[config.mk]
export PLATFORM = sky130hd
export DESIGN_NAME = spi_reg_if_flat
export DESIGN_NICKNAME = d
export VERILOG_FILES = /design/src/rtl/spi_reg_pkg.sv /design/src/rtl/spi_reg_if_if.sv /design/src/rtl/spi_reg_if_sync_ff.sv /design/src/rtl/spi_reg_if.sv /design/src/flat_wrapper.sv
export SDC_FILE = /design/constraint.sdc
export NUM_CORES = 1
export LEC_CHECK = 0
export CORE_UTILIZATION = 35
export DETAILED_ROUTE_END_ITERATION = 10
export PLACE_DENSITY = 0.55
export SKIP_LAST_GASP = 1
export SLEW_MARGIN = 15
export SYNTH_ARGS = -nofsm -noshare
export SYNTH_HDL_FRONTEND = slang
export SYNTH_SLANG_ARGS = --single-unit
[constraint.sdc]
create_clock -name clk -period 2.4 [get_ports clk]
set_input_delay 0.48 -clock clk [delete_from_list [all_inputs] [get_ports clk]]
set_output_delay 0.48 -clock clk [all_outputs]
set_load 0.05 [all_outputs]
[src/rtl/spi_reg_pkg.sv]
// Shared definitions for the SPI register interface: frame geometry and FSM states.
package spi_reg_pkg;
  localparam int FRAME_BITS = 16;
  localparam int BYTE_BITS  = 8;
  localparam int ADDR_BITS  = 8;
  localparam int RW_BIT     = 7;

  typedef enum logic [1:0] {
    IDLE    = 2'd0,
    ADDR    = 2'd1,
    DATA    = 2'd2,
    WAIT_CS = 2'd3
  } state_t;
endpackage

[src/rtl/spi_reg_if_if.sv]
// SPI pins plus register-file bus for spi_reg_if, bundled into one interface.
interface spi_reg_if_if;
  import spi_reg_pkg::*;

  logic                 sclk_i;
  logic                 cs_n_i;
  logic                 mosi_i;
  logic                 miso_o;
  logic [ADDR_BITS-1:0] addr_o;
  logic [BYTE_BITS-1:0] data_o;
  logic                 wr_en_o;
  logic [BYTE_BITS-1:0] rd_data_i;
  logic                 addr_err_o;

  modport slave (
    input  sclk_i, cs_n_i, mosi_i, rd_data_i,
    output miso_o, addr_o, data_o, wr_en_o, addr_err_o
  );

  modport master (
    output sclk_i, cs_n_i, mosi_i, rd_data_i,
    input  miso_o, addr_o, data_o, wr_en_o, addr_err_o
  );
endinterface

[src/rtl/spi_reg_if_sync_ff.sv]
// Multi-flop synchronizer for one asynchronous input; STAGES must be >= 2.
module sync_ff #(
  parameter int   STAGES  = 2,
  parameter logic RST_VAL = 1'b0
) (
  input  logic clk,
  input  logic rst_n,
  input  logic d_i,
  output logic q_o
);
  logic [STAGES-1:0] ff_q;

  // shift the raw input through the flop chain; reset presets the idle level
  always_ff @(posedge clk or negedge rst_n) begin
    if (!rst_n) ff_q <= {STAGES{RST_VAL}};
    else        ff_q <= {ff_q[STAGES-2:0], d_i};
  end

  assign q_o = ff_q[STAGES-1];
endmodule

[src/rtl/spi_reg_if.sv]
// SPI mode-0 slave that turns 16-bit frames {rw, addr[6:0]}, data into register
// writes. All SPI inputs are oversampled on clk after synchronization.
// Optional macro SPI_READBACK_EN: read frames shift rd_data_i out on miso_o.
module spi_reg_if
  import spi_reg_pkg::*;
#(
  parameter int MAX_ADDR    = 8,
  parameter int SYNC_STAGES = 2
) (
  input  logic           clk,
  input  logic           rst_n,
  spi_reg_if_if.slave    bus
);
  logic sclk_s, cs_s, mosi_s;
  logic sclk_d_q, cs_d_q;
  logic rise, cs_fall;

  state_t               state_q, state_d;
  logic [4:0]           cnt_q, cnt_d;
  logic [6:0]           sr_q, sr_d;
  logic [BYTE_BITS-1:0] byte_w;
  logic [ADDR_BITS-1:0] addr_q, addr_d;
  logic                 rw_q, rw_d;
  logic                 done_q, done_d;
  logic [BYTE_BITS-1:0] byte_q, byte_d;
  logic [BYTE_BITS-1:0] data_q;
  logic                 wr_en_q, err_q;
  logic                 in_range;
  logic                 wr_ok;

  sync_ff #(.STAGES(SYNC_STAGES), .RST_VAL(1'b0)) u_sync_sclk (
    .clk(clk), .rst_n(rst_n), .d_i(bus.sclk_i), .q_o(sclk_s));
  sync_ff #(.STAGES(SYNC_STAGES), .RST_VAL(1'b1)) u_sync_cs (
    .clk(clk), .rst_n(rst_n), .d_i(bus.cs_n_i), .q_o(cs_s));
  sync_ff #(.STAGES(SYNC_STAGES), .RST_VAL(1'b0)) u_sync_mosi (
    .clk(clk), .rst_n(rst_n), .d_i(bus.mosi_i), .q_o(mosi_s));

  // one-cycle delayed copies for edge detection
  always_ff @(posedge clk or negedge rst_n) begin
    if (!rst_n) begin
      sclk_d_q <= 1'b0;
      cs_d_q   <= 1'b1;
    end else begin
      sclk_d_q <= sclk_s;
      cs_d_q   <= cs_s;
    end
  end

  assign rise    = sclk_s & ~sclk_d_q;
  assign cs_fall = ~cs_s & cs_d_q;
  // the byte completed by the current rising edge (7 held bits + incoming bit)
  assign byte_w  = {sr_q, mosi_s};
  assign in_range = (int'(addr_q) < MAX_ADDR);

  // frame FSM: count rising edges, capture byte0 after 8, byte1 after 16
  always_comb begin
    state_d = state_q;
    cnt_d   = cnt_q;
    sr_d    = sr_q;
    addr_d  = addr_q;
    rw_d    = rw_q;
    done_d  = 1'b0;
    byte_d  = byte_q;
    case (state_q)
      IDLE: begin
        cnt_d = '0;
        if (cs_fall) state_d = ADDR;
      end
      ADDR: if (rise) begin
        sr_d  = byte_w[6:0];
        cnt_d = cnt_q + 5'd1;
        if (cnt_q == 5'(BYTE_BITS - 1)) begin
          state_d = DATA;
          addr_d  = {1'b0, byte_w[6:0]};
          rw_d    = byte_w[RW_BIT];
        end
      end
      DATA: if (rise) begin
        sr_d  = byte_w[6:0];
        cnt_d = cnt_q + 5'd1;
        if (cnt_q == 5'(FRAME_BITS - 1)) begin
          state_d = WAIT_CS;
          done_d  = 1'b1;
          byte_d  = byte_w;
        end
      end
      default: ;
    endcase
    // chip select high aborts whatever frame is in flight
    if (cs_s) begin
      state_d = IDLE;
      cnt_d   = '0;
      done_d  = 1'b0;
    end
  end

  // FSM and frame capture registers
  always_ff @(posedge clk or negedge rst_n) begin
    if (!rst_n) begin
      state_q <= IDLE;
      cnt_q   <= '0;
      sr_q    <= '0;
      addr_q  <= '0;
      rw_q    <= 1'b0;
      done_q  <= 1'b0;
      byte_q  <= '0;
    end else begin
      state_q <= state_d;
      cnt_q   <= cnt_d;
      sr_q    <= sr_d;
      addr_q  <= addr_d;
      rw_q    <= rw_d;
      done_q  <= done_d;
      byte_q  <= byte_d;
    end
  end

  assign wr_ok = done_q & ~rw_q & in_range;

  // register-file side: write strobe / error pulse one cycle after frame end
  always_ff @(posedge clk or negedge rst_n) begin
    if (!rst_n) begin
      data_q  <= '0;
      wr_en_q <= 1'b0;
      err_q   <= 1'b0;
    end else begin
      wr_en_q <= wr_ok;
      if (wr_ok) data_q <= byte_q;
`ifdef SPI_READBACK_EN
      err_q   <= done_q & ~in_range;
`else
      err_q   <= done_q & ~in_range & ~rw_q;
`endif
    end
  end

`ifdef SPI_READBACK_EN
  logic                 fall;
  logic                 load_d, load_q;
  logic [BYTE_BITS-1:0] tx_q;

  assign fall   = ~sclk_s & sclk_d_q;
  assign load_d = (state_q == ADDR) && (state_d == DATA) && byte_w[RW_BIT];

  // TX shifter: load after byte0 (addr_o already valid), shift on falls after the 9th rise
  always_ff @(posedge clk or negedge rst_n) begin
    if (!rst_n) begin
      load_q <= 1'b0;
      tx_q   <= '0;
    end else begin
      load_q <= load_d;
      if (state_q == IDLE)
        tx_q <= '0;
      else if (load_q)
        tx_q <= in_range ? bus.rd_data_i : '0;
      else if (fall && state_q == DATA && cnt_q > 5'(BYTE_BITS))
        tx_q <= {tx_q[BYTE_BITS-2:0], 1'b0};
    end
  end

  assign bus.miso_o = tx_q[BYTE_BITS-1];
`else
  assign bus.miso_o = 1'b0;
`endif

  assign bus.addr_o     = addr_q;
  assign bus.data_o     = data_q;
  assign bus.wr_en_o    = wr_en_q;
  assign bus.addr_err_o = err_q;
endmodule

[src/flat_wrapper.sv]
// flat-port wrapper written by rule: the top's interface ports become plain ports
module spi_reg_if_flat import spi_reg_pkg::*;
#(
  parameter int MAX_ADDR    = 8,
  parameter int SYNC_STAGES = 2
)
  (clk, rst_n, bus_sclk_i, bus_cs_n_i, bus_mosi_i, bus_rd_data_i, bus_miso_o, bus_addr_o, bus_data_o, bus_wr_en_o, bus_addr_err_o);
  spi_reg_if_if bus_i ();
  input  logic clk;
  input  logic rst_n;
  input wire logic [$bits(bus_i.sclk_i)-1:0] bus_sclk_i;
  input wire logic [$bits(bus_i.cs_n_i)-1:0] bus_cs_n_i;
  input wire logic [$bits(bus_i.mosi_i)-1:0] bus_mosi_i;
  input wire logic [$bits(bus_i.rd_data_i)-1:0] bus_rd_data_i;
  output wire logic [$bits(bus_i.miso_o)-1:0] bus_miso_o;
  output wire logic [$bits(bus_i.addr_o)-1:0] bus_addr_o;
  output wire logic [$bits(bus_i.data_o)-1:0] bus_data_o;
  output wire logic [$bits(bus_i.wr_en_o)-1:0] bus_wr_en_o;
  output wire logic [$bits(bus_i.addr_err_o)-1:0] bus_addr_err_o;
  assign bus_i.sclk_i = bus_sclk_i;
  assign bus_i.cs_n_i = bus_cs_n_i;
  assign bus_i.mosi_i = bus_mosi_i;
  assign bus_i.rd_data_i = bus_rd_data_i;
  assign bus_miso_o = bus_i.miso_o;
  assign bus_addr_o = bus_i.addr_o;
  assign bus_data_o = bus_i.data_o;
  assign bus_wr_en_o = bus_i.wr_en_o;
  assign bus_addr_err_o = bus_i.addr_err_o;
  spi_reg_if #(.MAX_ADDR(MAX_ADDR), .SYNC_STAGES(SYNC_STAGES)) u_core (.clk(clk), .rst_n(rst_n), .bus(bus_i));
endmodule
==> results.ini <==
[worst_setup_path]
cp_num_buf_inv=0
required_ns=2.59
crit_family=compound AO/OA/AOI/OAI gates
end_kind=flip-flop
critPathMaxStageDelay_ns=0.43
path_class=reg -> reg
critPathArrivalTime_ns=2.19
cp_slowest_cell=dfrtp_1
crit_top_cell=ha_1
path_cells=ha_1 > and3_1 > ha_1 > a211o_1 > o21ai_0 > a221o_1 > mux2_1
critPathLaunchType=flip-flop
cp_max_fo=4

[sta]
hold_violations=0
max_freq_mhz=501
drv_slew=0
setup_viol=0
setup_tns_ns=0
worstMarginPinSlew_ns=0.602
period_needed_ns=2.00
rsz0062_at_grt=false
skew_ns=0.0101
relSlewSlack_pct=59.8
timing.final.crit_share_pct=83.2

[yosys]
yosysWarnings=0
syn_area_sq_um=1980
ys_seq_elements=49
synth.distinct_cells=32
syn_area_per_cell_sq_um=14.1
synth-edff-count=0
syn_inst=140
seq_area_frac_synth_pct=62.1
ys_async_sr_fraction_pct=100
synth_flop_cell=dfrtp_1

[detailed_routing]
wl_um=3320
drt-initial-drc-count=66
vias_per_cell=4.69
drtPass1Iterations=4
drcViolationCount=0
vias=1136
wl_per_cell_um=13.7
drtAntennaViolNets=0

[grt]
track_usage_pct=12.7
grt_pass1_wl_um=5750
grt_max_degree=50
antenna_found_initial=0
grt_pass1_vias=1204
grt_remaining_overflow=0

[clock_network]
clkTransAtPathRegs_ns=0.09
post_cts_buffers=0
cts.repair.resized=0
cts.htree.levels=2
clock-root-buffer=clkbuf_8
cts_hold_buf=0
cts.sinks=49
cts_tree=built
clock_latency_ns=0.31
clockBufferDepth=2
cts_buffers=5

[die]
ios=32
num_rows=27
die_h_um=77.2
dieArea_sq_um=5960
die_x_um=77.2
core-area_sq_um=5470
start_util_pct=36.2

[placement]
gp_congestion=0.730
place_hpwl_um=2220
io_buffers=21

[pwr]
power_density_nw_per_um2=782
finalPower_w=0.00188
p_leak_nw=1.15
ir_drop_mv=0.336

[flow_run]
drv_cap=0

[cells_and_area]
antenna-diode-count=0
final_nets=188
drive_gt1_share_pct=29.4
area_growth_pct=21.3

[min_path]
hp-class=in -> async

[outcome]
status=finished clean

==> metrics by stage <==
| stage | hold WS (ns) | area, sq um | util (%) | instances | worst slack (ns) |
|---|---|---|---|---|---|
| final | 0.260 | 2400 | 43.9 | 242 | 0.402 |
| after global routing | 0.310 | 2400 | 43.9 | 242 | 0.335 |
| after CTS | 0.279 | 2400 | 43.9 | 242 | 0.391 |
| after detailed placement | 0.345 | 2290 | 41.8 | 234 | 0.420 |
| after global placement | 0.331 | 2290 | 41.8 | 234 | 0.459 |
| after floorplan | 0.184 | 1980 | - | 141 | 0.538 |
==> layout by cell type, fill, tap and decap left out, types with 2 or more instances in the layout <==
master and count:
dfstp_2 3, clkdlybuf4s50_1 20, a21oi_1 3, nor2_1 8, or3_1 2, nand2b_1 2
nand3_1 3, nand2_1 3, conb_1 2, dfrtp_1 46, nor3b_1 3, ha_1 6
clkbuf_8 5, nand3b_1 2, mux2_2 32, inv_1 5, o21ai_0 2, buf_4 5
==> metal layers <==
| metal | track usage, % | share of wire, % | up-vias |
|---|---|---|---|
| met5 | 0 | 0 | - |
| met1 | 15.4 | 45 | 577 |
| li1 | - | - | 539 |
| met3 | 3.93 | 2.7 | 6 |
| met4 | 6.79 | 2.4 | 0 |
| met2 | 20.1 | 49 | 14 |
==> power by group <==
| part | total (W) | switching (W) | leakage (nW) | internal (W) |
|---|---|---|---|---|
| Combinational | 0.000322 | 0.000176 | 0.436 | 0.000146 |
| Clock | 0.000593 | 0.000281 | 0.0543 | 0.000312 |
| Sequential | 0.000962 | 0.0000627 | 0.655 | 0.000899 |
| Total | 0.00188 | 0.000519 | 1.15 | 0.00136 |
==> Yosys cell counts (2+ instances only) <==
cell type / n / share of area (%)
nand3_1: 3 / 0.76
ha_1: 6 / 3.8
nor2_1: 8 / 1.5
nand2b_1: 2 / 0.63
o21ai_0: 2 / 0.51
buf_4: 3 / 1.1
nand2_1: 3 / 0.57
dfstp_2: 3 / 4.0
or3_1: 2 / 0.63
nand3b_1: 2 / 0.76
a21oi_1: 3 / 0.76
dfrtp_1: 46 / 58
nor3b_1: 3 / 1.1
inv_1: 5 / 0.95
mux2_2: 32 / 18
==> area by class of cell <==
type	count	area [sq um]
clock buffer	5	68.8
sequential	49	1230
tap	72	90.1
fill	535	3070
inverter	5	18.8
multi-input combinational	82	704
clock inverter	3	46.3
timing repair buffer	26	243
==> path summary, 6_finish.rpt <==
check | startpoint | endpoint | slack [ns] | cells past startpoint
setup / recovery | u_core.cnt_q[0] | u_core.state_q[0] | 0.40 | 7
max in group asynchronous | rst_n | u_core.cnt_q[1] | 1.73 | 2
setup reg to reg | u_core.cnt_q[0] | u_core.state_q[0] | 0.40 | 7
min in group clk | u_core.u_sync_sclk.ff_q[0] | u_core.u_sync_sclk.ff_q[1] | 0.35 | 0
hold reg to reg | u_core.u_sync_sclk.ff_q[0] | u_core.u_sync_sclk.ff_q[1] | 0.35 | 0
hold / removal | rst_n | u_core.bus.data_o[6] | 0.26 | 2
==> kinds of logic (layout without fill, tap and decap cells) <==
| group | Yosys count | count (layout) | synth area share [%] |
|---|---|---|---|
| adder cells (fa/ha/maj) | 6 | 6 | 3.79 |
| multiplexers | 34 | 34 | 19.3 |
| AO/OA/AOI/OAI | 10 | 10 | 3.35 |
| buffers and inverters | 10 | 39 | 2.46 |
| other | 1 | 2 | 0.189 |
| AND/OR/NAND/NOR | 28 | 28 | 7.90 |
| flip-flops | 49 | 49 | 62.1 |
| XOR/XNOR | 2 | 2 | 0.885 |
==> flip-flops by register name (all words and copies together) (netlist names) <==
register	cells
u_core.state_q	2
u_core.sclk_d_q	1
u_core.done_q	1
u_core.bus.data_o	8
u_core.bus.wr_en_o	1
u_core.bus.addr_err_o	1
u_core.bus.addr_o	7
u_core.u_sync_sclk.ff_q	2
u_core.u_sync_cs.ff_q	2
u_core.rw_q	1
u_core.byte_q	8
u_core.u_sync_mosi.ff_q	2
u_core.cnt_q	5
u_core.sr_q	7
u_core.cs_d_q	1
Power figures use the tool's default switching activity.
